$ cat config.mk
export PLATFORM = sky130hd
export DESIGN_NAME = fifo_rd_adapter
export DESIGN_NICKNAME = d
export VERILOG_FILES = /design/src/rtl/fifo_rd_pkg.sv /design/src/rtl/rd_skid_buf.sv /design/src/rtl/rd_skid_buf_chk.sv /design/src/rtl/fifo_rd_adapter.sv
export SDC_FILE = /design/constraint.sdc
export NUM_CORES = 1
export LEC_CHECK = 0
export ABC_AREA = 0
export CORE_UTILIZATION = 56
export CTS_CLUSTER_DIAMETER = 200
export DETAILED_ROUTE_END_ITERATION = 16
export PLACE_DENSITY = 0.89
export SYNTH_ARGS = -nofsm -noshare
export SYNTH_HDL_FRONTEND = slang
export SYNTH_SLANG_ARGS = --single-unit
$ cat constraint.sdc
create_clock -name clk -period 9 [get_ports clk]
set_input_delay 2.7 -clock clk [delete_from_list [all_inputs] [get_ports clk]]
set_output_delay 2.7 -clock clk [all_outputs]
set_load 0.005 [all_outputs]
$ cat src/rtl/fifo_rd_pkg.sv
// Shared types and constants for the FIFO read-side adapter.
package fifo_rd_pkg;

  typedef enum logic [1:0] {
    S_EMPTY = 2'd0,
    S_ONE   = 2'd1,
    S_TWO   = 2'd2
  } occ_t;

  localparam int BUF_DEPTH = 2;

  // Number of words held for a given occupancy state.
  function automatic logic [1:0] occ_level(input occ_t s);
    case (s)
      S_EMPTY: return 2'd0;
      S_ONE:   return 2'd1;
      S_TWO:   return 2'd2;
      default: return 2'd0;
    endcase
  endfunction

endpackage

$ cat src/rtl/rd_skid_buf.sv
// Two-entry in-order output buffer: words enter at the tail, the head word
// is kept in a dedicated output register so m_data is a flop output.
module rd_skid_buf
  import fifo_rd_pkg::*;
#(
  parameter int WIDTH = 8
) (
  input  logic             clk,
  input  logic             nrst,
  input  logic             i_flush,
  input  logic             i_push,
  input  logic             i_pop,
  input  logic [WIDTH-1:0] i_data,
  output occ_t             o_occ,
  output logic             o_valid,
  output logic [WIDTH-1:0] o_data
);

  occ_t             r_occ;
  logic             r_hd;
  logic             r_valid;
  logic [WIDTH-1:0] r_dout;
  logic [WIDTH-1:0] r_mem [BUF_DEPTH];
  logic             w_nhd;

  assign w_nhd   = ~r_hd;
  assign o_occ   = r_occ;
  assign o_valid = r_valid;
  assign o_data  = r_dout;

  // Occupancy FSM with storage and head-word output register.
  always_ff @(posedge clk) begin
    if (!nrst) begin
      r_occ   <= S_EMPTY;
      r_hd    <= 1'b0;
      r_valid <= 1'b0;
      r_dout  <= {WIDTH{1'b0}};
      for (int i = 0; i < BUF_DEPTH; i++) begin
        r_mem[i] <= {WIDTH{1'b0}};
      end
    end else if (i_flush) begin
      r_occ   <= S_EMPTY;
      r_valid <= 1'b0;
    end else begin
      case (r_occ)
        S_EMPTY: begin
          if (i_push) begin
            r_mem[r_hd] <= i_data;
            r_dout      <= i_data;
            r_occ       <= S_ONE;
            r_valid     <= 1'b1;
          end
        end
        S_ONE: begin
          if (i_push && i_pop) begin
            // The incoming word lands in the other slot and immediately becomes the head.
            r_mem[w_nhd] <= i_data;
            r_dout       <= i_data;
            r_hd         <= w_nhd;
          end else if (i_push) begin
            r_mem[w_nhd] <= i_data;
            r_occ        <= S_TWO;
          end else if (i_pop) begin
            r_hd    <= w_nhd;
            r_occ   <= S_EMPTY;
            r_valid <= 1'b0;
          end
        end
        S_TWO: begin
          if (i_pop) begin
            r_hd   <= w_nhd;
            r_dout <= r_mem[w_nhd];
            r_occ  <= S_ONE;
          end
        end
        default: begin
          r_occ   <= S_EMPTY;
          r_valid <= 1'b0;
        end
      endcase
    end
  end

  rd_skid_buf_chk u_chk (
    .clk     (clk),
    .nrst    (nrst),
    .i_flush (i_flush),
    .i_push  (i_push),
    .i_occ   (r_occ)
  );

endmodule

$ cat src/rtl/rd_skid_buf_chk.sv
// Property checks on the two-entry output buffer.
module rd_skid_buf_chk
  import fifo_rd_pkg::*;
(
  input logic clk,
  input logic nrst,
  input logic i_flush,
  input logic i_push,
  input occ_t i_occ
);

  // A push into a full buffer means the upstream credit logic over-issued reads.
  a_no_push_when_full: assert property (
    @(posedge clk) disable iff (!nrst) !(i_push && !i_flush && (i_occ == S_TWO))
  );

endmodule

$ cat src/rtl/fifo_rd_adapter.sv
// Drains a registered-output FIFO and re-presents its words as a valid/ready
// stream, issuing reads only when the output buffer has room for them.
module fifo_rd_adapter
  import fifo_rd_pkg::*;
#(
  parameter int WIDTH   = 8,
  parameter int COUNT_W = 16
) (
  input  logic               clk,
  input  logic               nrst,
  input  logic               flush,
  input  logic               fifo_valid,
  output logic               fifo_rd_en,
  input  logic [WIDTH-1:0]   fifo_data,
  output logic               m_valid,
  input  logic               m_ready,
  output logic [WIDTH-1:0]   m_data,
  output logic [COUNT_W-1:0] rd_count
);

  logic               r_infl;
  logic [COUNT_W-1:0] r_count;
  occ_t               w_occ;
  logic               w_valid;
  logic               w_pop;
  logic [2:0]         w_credit;
  logic               w_rd_en;

  assign w_pop      = w_valid && m_ready;
  assign fifo_rd_en = w_rd_en;
  assign m_valid    = w_valid;
  assign rd_count   = r_count;

  // Words held plus the one in flight, after this cycle's pop, must leave room for one more.
  always_comb begin
    w_credit = {1'b0, occ_level(w_occ)} + {2'b00, r_infl} - {2'b00, w_pop};
    if (nrst && !flush && fifo_valid && (w_credit < 3'(BUF_DEPTH))) begin
      w_rd_en = 1'b1;
    end else begin
      w_rd_en = 1'b0;
    end
  end

  // In-flight flag: the FIFO returns data the cycle after a read strobe.
  always_ff @(posedge clk) begin
    if (!nrst) begin
      r_infl <= 1'b0;
    end else begin
      r_infl <= w_rd_en;
    end
  end

  // Delivered-word counter; survives flush, wraps naturally.
  always_ff @(posedge clk) begin
    if (!nrst) begin
      r_count <= {COUNT_W{1'b0}};
    end else if (w_pop) begin
      r_count <= r_count + {{(COUNT_W-1){1'b0}}, 1'b1};
    end
  end

  rd_skid_buf #(
    .WIDTH (WIDTH)
  ) u_buf (
    .clk     (clk),
    .nrst    (nrst),
    .i_flush (flush),
    .i_push  (r_infl),
    .i_pop   (w_pop),
    .i_data  (fifo_data),
    .o_occ   (w_occ),
    .o_valid (w_valid),
    .o_data  (m_data)
  );

endmodule

Word-level counts from Yosys, hierarchy flattened

Memories as Yosys holds them, arrays and structs flattened.
Index checks and enable logic that the tools add are counted.

Bits in writable memories: 16
Input port bits: 13
Logic and storage cells: 86
Memories kept: 1
Output and inout bits: 26
Bits in registers: 29

Magnitude comparators: 1
Multiplexer cells: 44
Reductions and logical operators: 16
Eq/ne operators: 10
Bitwise logic cells: 5
$add $sub $neg: 3

Memory list:

| memory      | depth | bits a word | rd ports | clocked after memory_dff | wr ports | RTL line          | source |
|---|---|---|---|---|---|---|---|
| u_buf.r_mem | 2     | 8           | 1        | 0                        | 2        | rd_skid_buf.sv:23 | `logic [WIDTH-1:0] r_mem [BUF_DEPTH];` |

Operators with widths:

| operator                | count |
|---|---|
| $mux W8                 | 6 |
| $mux W1                 | 28 |
| $pmux W8 S3             | 1 |
| $add A16 B1 Y16 const B | 1 |
| $reduce_or A8 Y1        | 2 |
| $mux W2                 | 5 |
| $reduce_and A5 Y1       | 2 |
| $ne A2 B1 Y1 const B    | 3 |
| $ne A2 B2 Y1 const B    | 3 |
| $ne A3 B2 Y1 const B    | 2 |
| $pmux W2 S3             | 1 |
| $logic_and A1 B1 Y1     | 5 |
| $not A1 Y1              | 4 |
| $pmux W2 S2             | 1 |
| $reduce_and A4 Y1       | 1 |
| $add A2 B1 Y3           | 1 |
| $lt A3 B2 Y1 const B    | 1 |
| $pmux W1 S3             | 1 |
| $reduce_and A3 Y1       | 1 |
| $reduce_bool A3 Y1      | 1 |
| $sub A3 B1 Y3           | 1 |
| $eq A2 B1 Y1 const B    | 1 |
| $eq A2 B2 Y1 const B    | 1 |
| $logic_not A2 Y1        | 1 |
| 5 further kinds         | 5 |

Depth between registers and ports, before layout

Depth after elaboration: 10
Gate-level depth with buffers: 7
Gate-level depth less buffers: 7

Hierarchy

A second synthesis with hierarchy kept.

Cell total of the unflattened synthesis: 217
Area, all modules: 2254.7 µm²

By module, submodules not included:

| module          | seq. area each (µm²) | cells each | area each (µm²) | instances |
|---|---|---|---|---|
| rd_skid_buf     | 720.7                | 127        | 1426.4          | 1 |
| fifo_rd_adapter | 340.3                | 90         | 828.3           | 1 |

Worst setup path after synthesis

OpenSTA, ideal clock, no wires.

Path type: input -> output
Start point: input port m_ready
End point: output port fifo_rd_en
Setup slack: 2.349 ns
Data arrival time: 3.951 ns
Stages on the path: 7
Required time: 6.300 ns
Buffers on the path: 1
Cell sequence: buf_2 -> nand2_1 -> xnor2_1 -> nand2_1 -> fa_1 -> nand2_1 -> nor3_1

Word-level cells in the longest chain between the ends: 5

Ends and longest elaborated chain:

| item                | RTL line              | source |
|---|---|---|
| start, declared     | fifo_rd_adapter.sv:16 | `input logic m_ready,` |
| $logic_and A1 B1 Y1 | fifo_rd_adapter.sv:29 | `assign w_pop = w_valid && m_ready;` |
| $sub A3 B1 Y3       | fifo_rd_adapter.sv:36 | `w_credit = {1'b0, occ_level(w_occ)} + {2'b00, r_infl} - {2'b00, w_pop};` |
| $lt A3 B2 Y1        | fifo_rd_adapter.sv:37 | `if (nrst && !flush && fifo_valid && (w_credit < 3'(BUF_DEPTH))) begin` |
| $logic_and A1 B1 Y1 | fifo_rd_adapter.sv:37 |  |
| $mux W1             | fifo_rd_adapter.sv:37 |  |
| end, declared       | fifo_rd_adapter.sv:13 | `output logic fifo_rd_en,` |

No other way between the ends.

Worst setup path in the final report

Ends and elaborated chain as after synthesis.

==> out/results.txt <==
Post-Syn Nets: 246
Multi-input logic area: 1110 um^2
DRC errors left: 0
Synthesized cell area: 2240 um^2
Port Buf Inserts: 38
Via Count: 1,730
Fill cells: 290
RSZ-0062 raised after global routing: no
Initial drt markers: 139
Worst path most repeated cell: nand2_1
Most numerous cell in the Yosys netlist: nor2_1
CP endpoint kind: primary output
Layout area overhead: 23.0%
Slowest CP cell: clkdlybuf4s50_1
Initial antenna violation count: 0
Via/cell ratio: 5.58
Largest net degree at the start of global routing: 24
Final hold violation count: 0
Io pins: 39
Share of the synthesized area in the top cell type: 26.0%
Post-CTS Resized: 0
Total gr overflow: 0
Total track usage: 23.8%
# H-tree levels: 2
Avg Cell Area, Syn: 9.89 um^2
Final net count: 281
Clock transition at path regs: 0.08 ns
Fin crit period: 7.85 ns
Slew Viols, Final: 0
Worst ir drop on vdd: 165 uV
Final setup viols: 0
Yosys reg bits: 45
Top cells by count, synth: 33 x nor2_1, 29 x dfxtp_1, 19 x mux2i_1
Outcome: completed
Drt first pass iters: 4
Vias in the first global route: 1,615
Root Driver: clkbuf_8
Die ar.: 4250 um^2
Worst Setup Start Kind: input port
Fmax: 127 MHz
Clk Latency, worst-skew pair: 0.30 ns
Wire per inst: 14.4 um
Sum Neg Setup Slack: 0 ns
Final Power: 402 uW
Worst-path maximum fanout: 10
Largest area contributor in the netlist: dfxtp_1
Max_cap viols: 0
CTS tree: done
Num CTS Buffers: 5
Core Area: 3740 um^2
Main synth FF type: dfxtp_1
Crit path required time: 6.30 ns
Clock Tree Buf Depth: 2
Power per cell area: 146 nW/um^2
Cell variety after synth: 38
Cts hold-fix bufs: 0
Share of layout cells above drive strength 1: 4.58%
CTS sink cnt: 45
Worst slew margin: 46.5%
Sum of buffers and inverters on the critical path: 2
Finished Core Util: 73.5%
Post-CTS Setup Bufs: 0
HP Class: reg -> reg
Fraction of registers with async set/reset: 0%
Site Rows: 22
Fin Clk Skew: 0.00304 ns
Synthesized netlist cell count: 226
WP data arrival: 5.15 ns
Critical path class: in -> out
Post-synthesis sequential area ratio: 47.5%
Hpwl dp: 3.24 mm
Placer Congestion: 0.811
First-pass GRT wire length: 7.60 mm
Final antenna-violating net count: 0
Crit path max-delay family: buffers and inverters
Die X: 65.2 um
Worst-Margin Slew: 0.803 ns
Initial Util: 59.7%
Overall die height: 65.2 um
Synth area leaders: dfxtp_1 26%, edfxtp_1 21%, mux2i_1 8.5%, nor2_1 5.5%, and3_1 4.8%
Post-Route Hold Slack: 0.481 ns
Yosys warnings: 0
Register area: 1060 um^2
N_diodes: 0
DRT Wirelength: 4.45 mm
Post-synth EDFFs: 16
Worst-path cell chain: clkdlybuf4s50_1, nand2_1, xnor2_1, nand2_1, fa_1, nand2_1, nor3_1, clkdlybuf4s50_1
Final Cycle Share: 87.3%
Critical path's largest stage delay: 0.65 ns
Leakage: 1.04 nW
[registers in the layout (all words and copies together), names as in the netlist]
signal	flops
u_buf.r_hd	1
r_infl	1
u_buf.o_data	8
rd_count	16
u_buf.o_valid	1
u_buf.r_mem	16
u_buf.o_occ	2
[final timing paths]
check / endpoint / from / depth (start not counted) / slack (ns)
max reg2reg: u_buf.r_mem[1][0] / u_buf.o_occ[1] / 6 / 6.49
min reg2reg: rd_count[15] / rd_count[15] / 2 / 0.48
min: rd_count[15] / rd_count[15] / 2 / 0.48
max: fifo_rd_en / m_ready / 8 / 1.15
[cell families after synthesis]
logic type,after synthesis,share of synthesized area [%]
compound gates,24,7.50
simple gates,101,23.6
xor+xnor,14,5.48
buf+inv,15,2.69
fa+ha+maj,7,4.25
flops,45,47.5
mux,20,9.01
[where the power goes]
group / internal (mW) / total, mW / switching, mW
clock network: 0.0831 / 0.156 / 0.0727
logic: 0.0142 / 0.0294 / 0.0152
registers: 0.215 / 0.217 / 0.00241
[metrics by stage]
step	cells	setup slack, ns	area, um^2
floorplan	226	2.35	2240
global placement	302	1.27	2640
detailed placement	302	1.17	2640
CTS	310	1.17	2750
global route	310	1.01	2750
finish	310	1.15	2750
[per-layer routing]
layer	vias up	part of all wire [%]	track usage (%)
met4	0	2.5	9.78
met1	812	44	30.0
met5	-	0	0
li1	866	-	-
met3	13	3.6	6.42
met2	39	49	38.3
[placed cells by master, fill, tap and decap left out, types with 6 or more instances in the layout]
| cell type | netlist | final |
|---|---|---|
| xnor2_1 | 7 | 7 |
| a21oi_1 | 11 | 11 |
| and3_1 | 17 | 17 |
| clkdlybuf4s50_1 | 0 | 38 |
| nand2_1 | 13 | 13 |
| nor4_1 | 6 | 6 |
| ha_1 | 6 | 6 |
| mux2i_1 | 19 | 19 |
| nand3_1 | 9 | 9 |
| dfxtp_1 | 29 | 29 |
| xor2_1 | 7 | 7 |
| nor2_1 | 33 | 33 |
| edfxtp_1 | 16 | 16 |
[worst min-delay path, stage by stage (launching register included)]
cell and delay [ns]:
dfxtp_1 0.33, nand2_1 0.05, mux2i_1 0.06
[area by class of cell]
type	instances	share of cell area (%)
clock inverter	3	1.68
inverter	5	0.682
tap	48	2.18
timing repair buffer	38	13.8
sequential	45	38.6
multi-input combinational	166	40.5
clock buffer	5	2.50
Note: power is estimated with default switching activity, not from simulation.
